### src/rtl/period_abs_sum_accum.sv
// period_abs_sum_accum
//   Streaming per-period absolute-value accumulator for the detection path.
//   Each beat carries LANES signed samples. Every lane is converted to |x|, the
//   lanes are reduced by a registered adder tree, and the per-beat sums are
//   accumulated until a beat flagged with InLast closes the period. The
//   accumulator then loads one result (sum, beat count, overflow) into the
//   output register for the threshold logic.
//
// Handshake (valid/ready, both ports):
//   A transfer happens on a rising Clk edge where valid && ready are both 1.
//   A producer holds valid and its payload until that edge. Ready may depend
//   combinationally on the consumer's OutReady. The whole pipeline advances
//   together (adv) whenever the output register is empty or being drained.
//   So InReady == adv, and no beat is dropped or repeated under back-pressure.
//
// Ports
//   Clk, Rst_n          clock (rising edge), asynchronous active-low reset
//   InValid/InReady     input beat handshake
//   InData              LANES x SAMPLE_W two's complement, lane i at [SAMPLE_W*i +: SAMPLE_W]
//   InLast              beat closes the current period
//   OutValid/OutReady   result handshake
//   AbsSum              saturating sum of |x| over the period
//   BeatCount           beats in the period, saturating at all-ones
//   Overflow            AbsSum saturated during this period
//   MaxAbs              largest |x| in the period (only with PERIOD_ABS_SUM_MAXABS_EN)
//   dbg_state           accumulator FSM state (1 = ACCUM, inside a period)
//
// Optional feature macro: PERIOD_ABS_SUM_MAXABS_EN adds the MaxAbs output.
// The MaxAbs path uses the same pipeline as the sum.

module period_abs_sum_accum #(
    parameter int LANES    = 16,
    parameter int SAMPLE_W = 8,
    parameter int SUM_W    = 32,
    parameter int CNT_W    = 16
) (
    input  logic                      Clk,
    input  logic                      Rst_n,
    input  logic                      InValid,
    output logic                      InReady,
    input  logic [LANES*SAMPLE_W-1:0] InData,
    input  logic                      InLast,
    output logic                      OutValid,
    input  logic                      OutReady,
    output logic [SUM_W-1:0]          AbsSum,
    output logic [CNT_W-1:0]          BeatCount,
    output logic                      Overflow,
`ifdef PERIOD_ABS_SUM_MAXABS_EN
    output logic [SAMPLE_W-1:0]       MaxAbs,
`endif
    output logic                      dbg_state
);

    localparam int LEVELS = $clog2(LANES);
    localparam int TREE_W = SAMPLE_W + LEVELS;

    // Global advance: every stage moves only when the output register can take a new result.
    logic adv;
    assign adv     = !(OutValid && !OutReady);
    assign InReady = adv;

    // The unsigned result in SAMPLE_W bits covers the most-negative input (-2^(W-1) -> 2^(W-1)).
    function automatic logic [SAMPLE_W-1:0] abs_s(input logic [SAMPLE_W-1:0] x);
        return x[SAMPLE_W-1] ? -x : x;
    endfunction

    // Level 0 holds the registered abs values. Level l holds LANES>>l partial sums,
    // and each level is one bit wider than the one before it.
    for (genvar l = 0; l <= LEVELS; l++) begin : g_lvl
        localparam int N = LANES >> l;
        localparam int W = SAMPLE_W + l;

        logic         v;
        logic         lst;
        logic [W-1:0] s [N];
`ifdef PERIOD_ABS_SUM_MAXABS_EN
        logic [SAMPLE_W-1:0] m [N];
`endif

        if (l == 0) begin : g_abs
            always_ff @(posedge Clk or negedge Rst_n) begin
                if (!Rst_n) begin
                    v   <= 1'b0;
                    lst <= 1'b0;
                    for (int i = 0; i < N; i++) s[i] <= '0;
                end else if (adv) begin
                    v   <= InValid;
                    lst <= InValid && InLast;
                    for (int i = 0; i < N; i++) s[i] <= abs_s(InData[SAMPLE_W*i +: SAMPLE_W]);
                end
            end
`ifdef PERIOD_ABS_SUM_MAXABS_EN
            for (genvar i = 0; i < N; i++) begin : g_m0
                assign m[i] = s[i];
            end
`endif
        end else begin : g_add
            always_ff @(posedge Clk or negedge Rst_n) begin
                if (!Rst_n) begin
                    v   <= 1'b0;
                    lst <= 1'b0;
                    for (int i = 0; i < N; i++) begin
                        s[i] <= '0;
`ifdef PERIOD_ABS_SUM_MAXABS_EN
                        m[i] <= '0;
`endif
                    end
                end else if (adv) begin
                    v   <= g_lvl[l-1].v;
                    lst <= g_lvl[l-1].lst;
                    for (int i = 0; i < N; i++) begin
                        s[i] <= {1'b0, g_lvl[l-1].s[2*i]} + {1'b0, g_lvl[l-1].s[2*i+1]};
`ifdef PERIOD_ABS_SUM_MAXABS_EN
                        m[i] <= (g_lvl[l-1].m[2*i] > g_lvl[l-1].m[2*i+1]) ?
                                g_lvl[l-1].m[2*i] : g_lvl[l-1].m[2*i+1];
`endif
                    end
                end
            end
        end
    end

    logic              t_valid;
    logic              t_last;
    logic [TREE_W-1:0] t_sum;
    assign t_valid = g_lvl[LEVELS].v;
    assign t_last  = g_lvl[LEVELS].lst;
    assign t_sum   = g_lvl[LEVELS].s[0];
`ifdef PERIOD_ABS_SUM_MAXABS_EN
    logic [SAMPLE_W-1:0] t_max;
    assign t_max = g_lvl[LEVELS].m[0];
`endif

    // Accumulator FSM
    typedef enum logic {IDLE = 1'b0, ACCUM = 1'b1} state_t;
    state_t state;

    logic [SUM_W-1:0] acc;
    logic [CNT_W-1:0] cnt;
    logic             ovf;

    logic [SUM_W-1:0] base_acc;
    logic             base_ovf;
    logic [SUM_W:0]   sum_ext;
    logic [SUM_W-1:0] nxt_acc;
    logic [CNT_W-1:0] nxt_cnt;
    logic             nxt_ovf;
`ifdef PERIOD_ABS_SUM_MAXABS_EN
    logic [SAMPLE_W-1:0] acc_max;
    logic [SAMPLE_W-1:0] nxt_max;
`endif

    // In IDLE the beat starts a fresh period, so the running state is ignored.
    always_comb begin
        base_acc = (state == ACCUM) ? acc : '0;
        base_ovf = (state == ACCUM) ? ovf : 1'b0;
        sum_ext  = {1'b0, base_acc} + (SUM_W+1)'(t_sum);
        nxt_acc  = sum_ext[SUM_W] ? '1 : sum_ext[SUM_W-1:0];
        nxt_ovf  = base_ovf | sum_ext[SUM_W];
        if (state == IDLE)
            nxt_cnt = CNT_W'(1);
        else if (cnt == '1)
            nxt_cnt = cnt;
        else
            nxt_cnt = cnt + CNT_W'(1);
`ifdef PERIOD_ABS_SUM_MAXABS_EN
        nxt_max = ((state == ACCUM) && (acc_max > t_max)) ? acc_max : t_max;
`endif
    end

    always_ff @(posedge Clk or negedge Rst_n) begin
        if (!Rst_n) begin
            state     <= IDLE;
            acc       <= '0;
            cnt       <= '0;
            ovf       <= 1'b0;
            OutValid  <= 1'b0;
            AbsSum    <= '0;
            BeatCount <= '0;
            Overflow  <= 1'b0;
`ifdef PERIOD_ABS_SUM_MAXABS_EN
            acc_max   <= '0;
            MaxAbs    <= '0;
`endif
        end else if (adv) begin
            // adv implies the output register is empty or draining this edge.
            OutValid <= t_valid && t_last;
            if (t_valid) begin
                if (t_last) begin
                    AbsSum    <= nxt_acc;
                    BeatCount <= nxt_cnt;
                    Overflow  <= nxt_ovf;
                    acc       <= '0;
                    cnt       <= '0;
                    ovf       <= 1'b0;
                    state     <= IDLE;
`ifdef PERIOD_ABS_SUM_MAXABS_EN
                    MaxAbs    <= nxt_max;
                    acc_max   <= '0;
`endif
                end else begin
                    acc       <= nxt_acc;
                    cnt       <= nxt_cnt;
                    ovf       <= nxt_ovf;
                    state     <= ACCUM;
`ifdef PERIOD_ABS_SUM_MAXABS_EN
                    acc_max   <= nxt_max;
`endif
                end
            end
        end
    end

    assign dbg_state = (state == ACCUM);

endmodule
### config.mk
export PLATFORM = sky130hd
export DESIGN_NAME = period_abs_sum_accum
export DESIGN_NICKNAME = d
export VERILOG_FILES = /design/src/rtl/period_abs_sum_accum.sv
export SDC_FILE = /design/constraint.sdc
export NUM_CORES = 1
export LEC_CHECK = 0
export BUFFER_PORTS_ARGS = -buffer_cell sky130_fd_sc_hd__buf_4
export CAP_MARGIN = 20
export CORE_MARGIN = 2
export CORE_UTILIZATION = 61
export DETAILED_ROUTE_END_ITERATION = 8
export GPL_TIMING_DRIVEN = 0
export PLACE_DENSITY = 0.89
export RECOVER_POWER = 100
export SLEW_MARGIN = 0
export SYNTH_ARGS = -nofsm -noshare
export SYNTH_HDL_FRONTEND = slang
export SYNTH_SLANG_ARGS = --single-unit
### constraint.sdc
create_clock -name Clk -period 4.05 [get_ports Clk]
set_input_delay 1.215 -clock Clk [delete_from_list [all_inputs] [get_ports Clk]]
set_output_delay 1.215 -clock Clk [all_outputs]
set_load 0.01 [all_outputs]
==> results.md, run 1 <==
- Layout cell share with drive strength beyond 1: 0.0929
- Area growth, synth to finish: 14.0%
- Initial antenna violation count: 1
- # fillers: 2685
- Die ar.: 38400 um2
- Status: finished with violations
- Worst path max stage delay: roughly 480 ps
- Worst path cell trace: buf_6 > buf_2 > clkbuf_2 > and2_0 > ha_1 > fa_1 > a21o_1 > a31oi_2 > o21ai_4 > o21ai_4 > nor2_4 > buf_2 > nor2_1 > o21ai_0
- CTS Root Cell: clkbuf_16
- Ports: about 190
- Remaining DRCs: 0
- Power Total: 19.5 mW
- CTS tree: done
- Max IR drop VDD: 0.363 mV
- Skew final: approximately 12 ps
- WHS: 471 ps
- Final hold violations: 0
- First-pass GRT wire length: between 100 and 150 mm
- TNS Setup: 0 ps
- Routed WL: around 63 mm
- DRT iter0 DRCs: 1418
- Min-Delay Path Class: reg2reg
- Nature of the critical path endpoint: flop
- CTS buffer count: 42
- Mean Syn Cell Area: 9.06 um2
- Post-synth net total: 2789
- Synth Register Bits: 384
- Commonest non-fill, non-tap cell in the layout: dfrtp_1
- Fraction of the cycle the final worst path needs: 0.960
- CP required: 4450 ps
- Async SR Flop Fraction: 1.00
- Maxcap violations: 1
- Register area share after synthesis: 0.428
- Fmax: 257 MHz
- Post-DP HPWL: 45.5 mm
- R2r setup slk: 160 ps
- Synth unique cells: 87
- Highest-count cells in the layout ignoring fill and taps: 384 x dfrtp_1, 374 x nand2_1, 252 x o21ai_0
- Grt ovf: 0
- # H-tree levels: 2
- Final setup viols: 0
- Via count: 19600
- Hold Path Depth: 2
- Initial Utilization: 0.617
- Number of port buffers: 184
- Synthesized area: 22500 um2
- Worst slew margin: -0.398
- Failing checks: max-capacitance violations, max-slew violations
- Row Count: 70
- Pre-Repair DR Iteration Count: 5
- Total GRT Usage: 0.328
- PwrDens: 760 nW/um2
- Drt wl/cell: 19.6 um
- Routed vias/inst: just over 6
- Min Tclk post-route: 3890 ps
- EDFF count, synth: 0
- Worst setup margin: 161 ps
- Vias in the first global route: 19800
- Ys flop type: dfrtp_1
- CP max FO: 19
- Final net count: 3017
- Leakage power: 11.8 nW
- Critical path class: reg2reg
- Largest net degree at the start of global routing: 105
- Die Span Y: between 150 and 200 um
- CTS Hold Bufs: 0
- Clock Path Buffers: 3
- Worst path slowest cell: dfrtp_1
- Ys Warns: 0
- Slew Limit Fails: 81
- CP startpoint kind: flop
- Worst slack at placement: -902 ps
- Clk_lat worst skew: 550 ps
- CTS sink count: 384
- Cells after Synth: 2480
- Antenna viol nets, final: 0
- Ant diodes: 0
- DP Area: 24500 um2
- Chip width: between 150 and 200 um
- Core Box Area: approximately 36000 um2
- Clock-pin transition on the worst setup and hold timing paths: 60 ps
- Unrepaired setup endpoints after global routing: no
- Finished Cell Area: 25600 um2
- Critical Path AT: 4290 ps
- FF-to-FF path depth: 14
- Worst slew pin tran: between 2000 and 2500 ps
- Placer Congestion: 0.937
## per-stage QoR
stage           util  cells
3_5_place_dp   0.673   3135
2_1_floorplan      -   2480
4_1_cts        0.709   3202
3_3_place_gp   0.671   3132
6_report       0.703   3203
5_1_grt        0.703   3203
## metal layers
metal	vias to the layer above	track usage	share of wire
met1	9587	0.404	0.40
li1	9081	-	-
met3	196	0.0431	0.057
met2	767	0.576	0.49
met4	0	0.153	0.049
met5	-	0	0
## state kept, by name, summed over array words and instances, names as in the netlist
| signal | flops |
|---|---|
| ovf | 1 |
| Overflow | 1 |
| g_lvl.v | 5 |
| cnt | 16 |
| OutValid | 1 |
| g_lvl.lst | 5 |
| BeatCount | 16 |
| dbg_state | 1 |
| g_lvl.s | 274 |
| acc | 32 |
| AbsSum | 32 |
## cell families after synthesis
logic type | Yosys count | share of synthesized area
AND/OR/NAND/NOR | 822 | 0.165
AO/OA/AOI/OAI | 678 | 0.186
flip-flops | 384 | 0.428
buffers and inverters | 222 | 0.0387
adder cells (fa/ha/maj) | 176 | 0.103
XOR/XNOR | 166 | 0.0647
multiplexers | 32 | 0.0144
## cell type report
type	count	area, um2	area share
plain buffers	96	389	0.0152
clock buffers	60	1210	0.0472
clock inverters	11	88.8	0.00347
inverters	122	458	0.0179
multi-input cells	1874	12000	0.470
flip-flops and latches	384	9610	0.375
well taps	468	586	0.0229
repair buffers	188	1240	0.0485
## power breakdown
group	internal [mW]	switching (mW)	leakage, nW
Combinational	3.86	5.83	6.45
Clock	2.13	1.55	0.638
Sequential	5.19	0.890	4.70
Total	11.2	8.27	11.8
## critical path, delay by kind of cell, from the launching register on
kind                     cells  cell delay (ps)
AO/OA/AOI/OAI                5             1110
adder cells (fa/ha/maj)      2              650
buffers and inverters        4              890
flip-flops                   1              480
AND/OR/NAND/NOR              3              580
## final timing paths
check                        startpoint             end
max                           dbg_state          acc[5]
min                        g_lvl[1].lst    g_lvl[1].lst
max reg2reg                   dbg_state          acc[5]
min reg2reg                g_lvl[1].lst    g_lvl[1].lst
max in group asynchronous         Rst_n  g_lvl[0].s[72]
min in group asynchronous         Rst_n   BeatCount[10]
## timing repair
| action | 4_1_cts | 5_1_grt |
|---|---|---|
| gates resized for setup | 4 | 8 |
| endpoints found under the hold margin | 0 | 0 |
| pin swaps | 1 | 1 |
| setup endpoints to repair | 67 | 39 |
| buffers inserted | 0 | 1 |
## Yosys cell counts, drive strengths merged, types with 31 or more instances
cell type | count | area, um2
o21ai | 256 | 1310
clkbuf | 76 | 287
nor3 | 39 | 195
a21o | 38 | 287
xor2 | 118 | 1030
ha | 160 | 2000
nand2b | 31 | 194
nor2 | 201 | 757
nand2 | 376 | 1420
o31ai | 53 | 398
inv | 121 | 454
xnor2 | 48 | 420
dfrtp | 384 | 9610
a21oi | 171 | 860
nor2b | 34 | 213
No activity file was read; power rests on OpenSTA's default activity.
==> run 2: changes to the inputs <==
CORE_MARGIN = not set   (was 2)
CORE_UTILIZATION = 60   (was 61)
PLACE_DENSITY = 0.88   (was 0.89)
==> results.md, run 2 (synthesis results as in run 1) <==
- Final setup viols: 0 (unchanged)
- Commonest non-fill, non-tap cell in the layout: dfrtp_1 (unchanged)
- Largest register FFs: 274 (unchanged)
- Number of port buffers: 184 (unchanged)
- Clock Path Buffers: 3 (unchanged)
- # fillers: 2667 (was 2685)
- CP required: 4460 ps (was 4450 ps)
- Min Tclk post-route: 3960 ps (was 3890 ps)
- Antenna viol nets, final: 0 (unchanged)
- Post-DP HPWL: 45.3 mm (was 45.5 mm)
- Clock power share: 0.193 (was 0.189)
- Worst slew margin: 0.0445 (was -0.398)
- First-pass GRT wire length: 100 mm (was 101 mm)
- Start point of the critical path: dbg_state (unchanged)
- Fraction of the cycle the final worst path needs: 0.977 (was 0.960)
- Vias in the first global route: 19800 (about the same)
- CTS buffer count: 42 (unchanged)
- PwrDens: 760 nW/um2 (about the same)
- Net Sw Frac: 0.423 (was 0.425)
- Comb pwr share: 0.496 (was 0.498)
- Reg2Reg Launch Point: dbg_state (unchanged)
- Routed vias/inst: 6.12 (was 6.13)
- Reg power frac: 0.311 (was 0.312)
- Skew final: 21.3 ps (was 11.6 ps)
- CP max FO: 19 (unchanged)
- CTS tree: done (unchanged)
- Status: finished, final reports clean (was finished with violations)
- Via count: 19600 (about the same)
- R2r setup slk: 90 ps (was 160 ps)
- Grt ovf: 0 (unchanged)
- Ports: 185 (unchanged)
- Die ar.: 38200 um2 (was 38400 um2)
- R2R Path End: acc[16] (was acc[5])
- CTS sink count: 384 (unchanged)
- Clk_lat worst skew: 560 ps (was 550 ps)
- Worst slack at placement: -822 ps (was -902 ps)
- Maxcap violations: 0 (was 1)
- Drt wl/cell: 19.5 um (was 19.6 um)
- Min-Delay Path Class: reg2reg (unchanged)
- Leakage power: 11.8 nW (about the same)
- Final net count: 3019 (was 3017)
- Critical path class: reg2reg (unchanged)
- Highest-count cells in the layout ignoring fill and taps: 384 x dfrtp_1, 374 x nand2_1, 251 x o21ai_0 (was 384 x dfrtp_1, 374 x nand2_1, 252 x o21ai_0)
- Initial antenna violation count: 0 (was 1)
- Largest Register: g_lvl.s (unchanged)
- CP startpoint kind: flop (unchanged)
- Area growth, synth to finish: 14.3% (was 14.0%)
- Worst slew pin tran: 1430 ps (was 2100 ps)
- Power Total: 19.5 mW (about the same)
- Max IR drop VDD: 0.450 mV (was 0.363 mV)
- Nature of the critical path endpoint: flop (unchanged)
- Critical Path AT: 4360 ps (was 4290 ps)
- Fmax: 253 MHz (was 257 MHz)
- Routed WL: 62.5 mm (was 62.8 mm)
- Ant diodes: 0 (unchanged)
- Final hold violations: 0 (unchanged)
- Reg area: 9610 um2 (unchanged)
- Area of the multi-input gates: 12000 um2 (about the same)
- Row Count: 70 (unchanged)
- Total GRT Usage: 0.329 (was 0.328)
- Clock-pin transition on the worst setup and hold timing paths: 60 ps (about the same)
- Largest net degree at the start of global routing: 103 (was 105)
- Worst Setup EP: acc[16] (was acc[5])
- DRT iter0 DRCs: 1302 (was 1418)
- Worst setup margin: 93.5 ps (was 161 ps)
- Largest regs: g_lvl.s: 274 flops, AbsSum: 32 flops, acc: 32 flops (unchanged)
- Initial Utilization: 0.612 (was 0.617)
- Internal power: 11.3 mW (was 11.2 mW)
- Remaining DRCs: 0 (unchanged)
- Chip width: 196 um (about the same)
- # H-tree levels: 2 (unchanged)
- Layout cell share with drive strength beyond 1: 0.0946 (was 0.0929)
- FF-to-FF path depth: 13 (was 14)
- Core Box Area: 36700 um2 (was 36400 um2)
- CTS Root Cell: clkbuf_16 (unchanged)
- Net switching power: 8.27 mW (about the same)
- Die Span Y: 196 um (about the same)
- Pre-Repair DR Iteration Count: 5 (unchanged)
- Slew Limit Fails: 0 (was 81)
- Placer Congestion: 0.949 (was 0.937)
run 2: cell count changes in the layout (fill, tap and decap cells not counted), moves of 2 or more:
| cell | change |
|---|---|
| clkbuf_8 | +2 |
| buf_4 | +3 |
| clkinv_2 | -2 |
| buf_6 | -2 |
| clkbuf_1 | -4 |
run 2: worst max-delay path, stage by stage (launching register included):
cell and delay, ps:
dfrtp_1 510, buf_4 320, clkbuf_2 300, clkbuf_2 310
and2_1 170, ha_1 200, fa_1 240, a21o_1 190
a31oi_2 150, o21ai_4 300, a21oi_1 220, o311a_1 380
nor3_2 340, o21ai_0 150
run 2: through the flow:
step | cell area [um2] | utilization | hold WS, ps | TNS, ps | cells
after CTS | 25900 | 0.705 | 468 | 0 | 3202
after global routing | 25700 | 0.700 | 487 | -158 | 3205
after floorplan | 22500 | - | 439 | 0 | 2480
final | 25700 | 0.700 | 473 | 0 | 3205
after global placement | 24400 | 0.666 | 448 | -719910 | 3132
after detailed placement | 24500 | 0.669 | 457 | -35480 | 3135
run 2: how the worst min path moves through the flow:
stage                         startpoint        endpoint  slack [ps]  depth (start not counted)
after floorplan             g_lvl[0].lst    g_lvl[0].lst         440                          2
after global placement      g_lvl[1].lst    g_lvl[1].lst         450                          2
after detailed placement      g_lvl[0].v      g_lvl[0].v         460                          2
after CTS                     g_lvl[0].v      g_lvl[0].v         470                          2
after global routing          g_lvl[0].v      g_lvl[0].v         490                          2
final                     g_lvl[1].s[36]  g_lvl[1].s[36]         470                          2
run 2: cell type report:
type | count | area share
flip-flops and latches | 384 | 0.374
well taps | 468 | 0.0228
multi-input cells | 1875 | 0.469
repair buffers | 189 | 0.0496
inverters | 122 | 0.0178
clock buffers | 60 | 0.0479
clock inverters | 11 | 0.00419
plain buffers | 96 | 0.0152
run 2: power by group through the flow:
stage	Combinational, mW	Sequential (mW)	Clock [mW]
after global routing	10.7	6.20	3.94
after CTS	9.62	6.05	3.80
final	9.69	6.08	3.77
after detailed placement	9.47	6.10	0
after floorplan	6.80	5.89	0
after global placement	8.98	6.04	0
run 2: what timing repair did:
| action | 4_1_cts | 5_1_grt |
|---|---|---|
| gates cloned | 0 | 1 |
| hold buffers | 0 | 0 |
| resized for setup | 3 | 4 |
| pin swaps | 0 | 2 |
| buffers inserted | 0 | 2 |
| endpoints found under the setup margin | 67 | 36 |
run 2: metal layers:
metal,wire length (um),vias to the layer above,part of all wire,global-route usage
met3,3700,204,0.059,0.0402
met5,0,-,0,0
met4,3270,0,0.052,0.168
met1,24700,9533,0.40,0.400
li1,-,9094,-,-
met2,30800,798,0.49,0.575
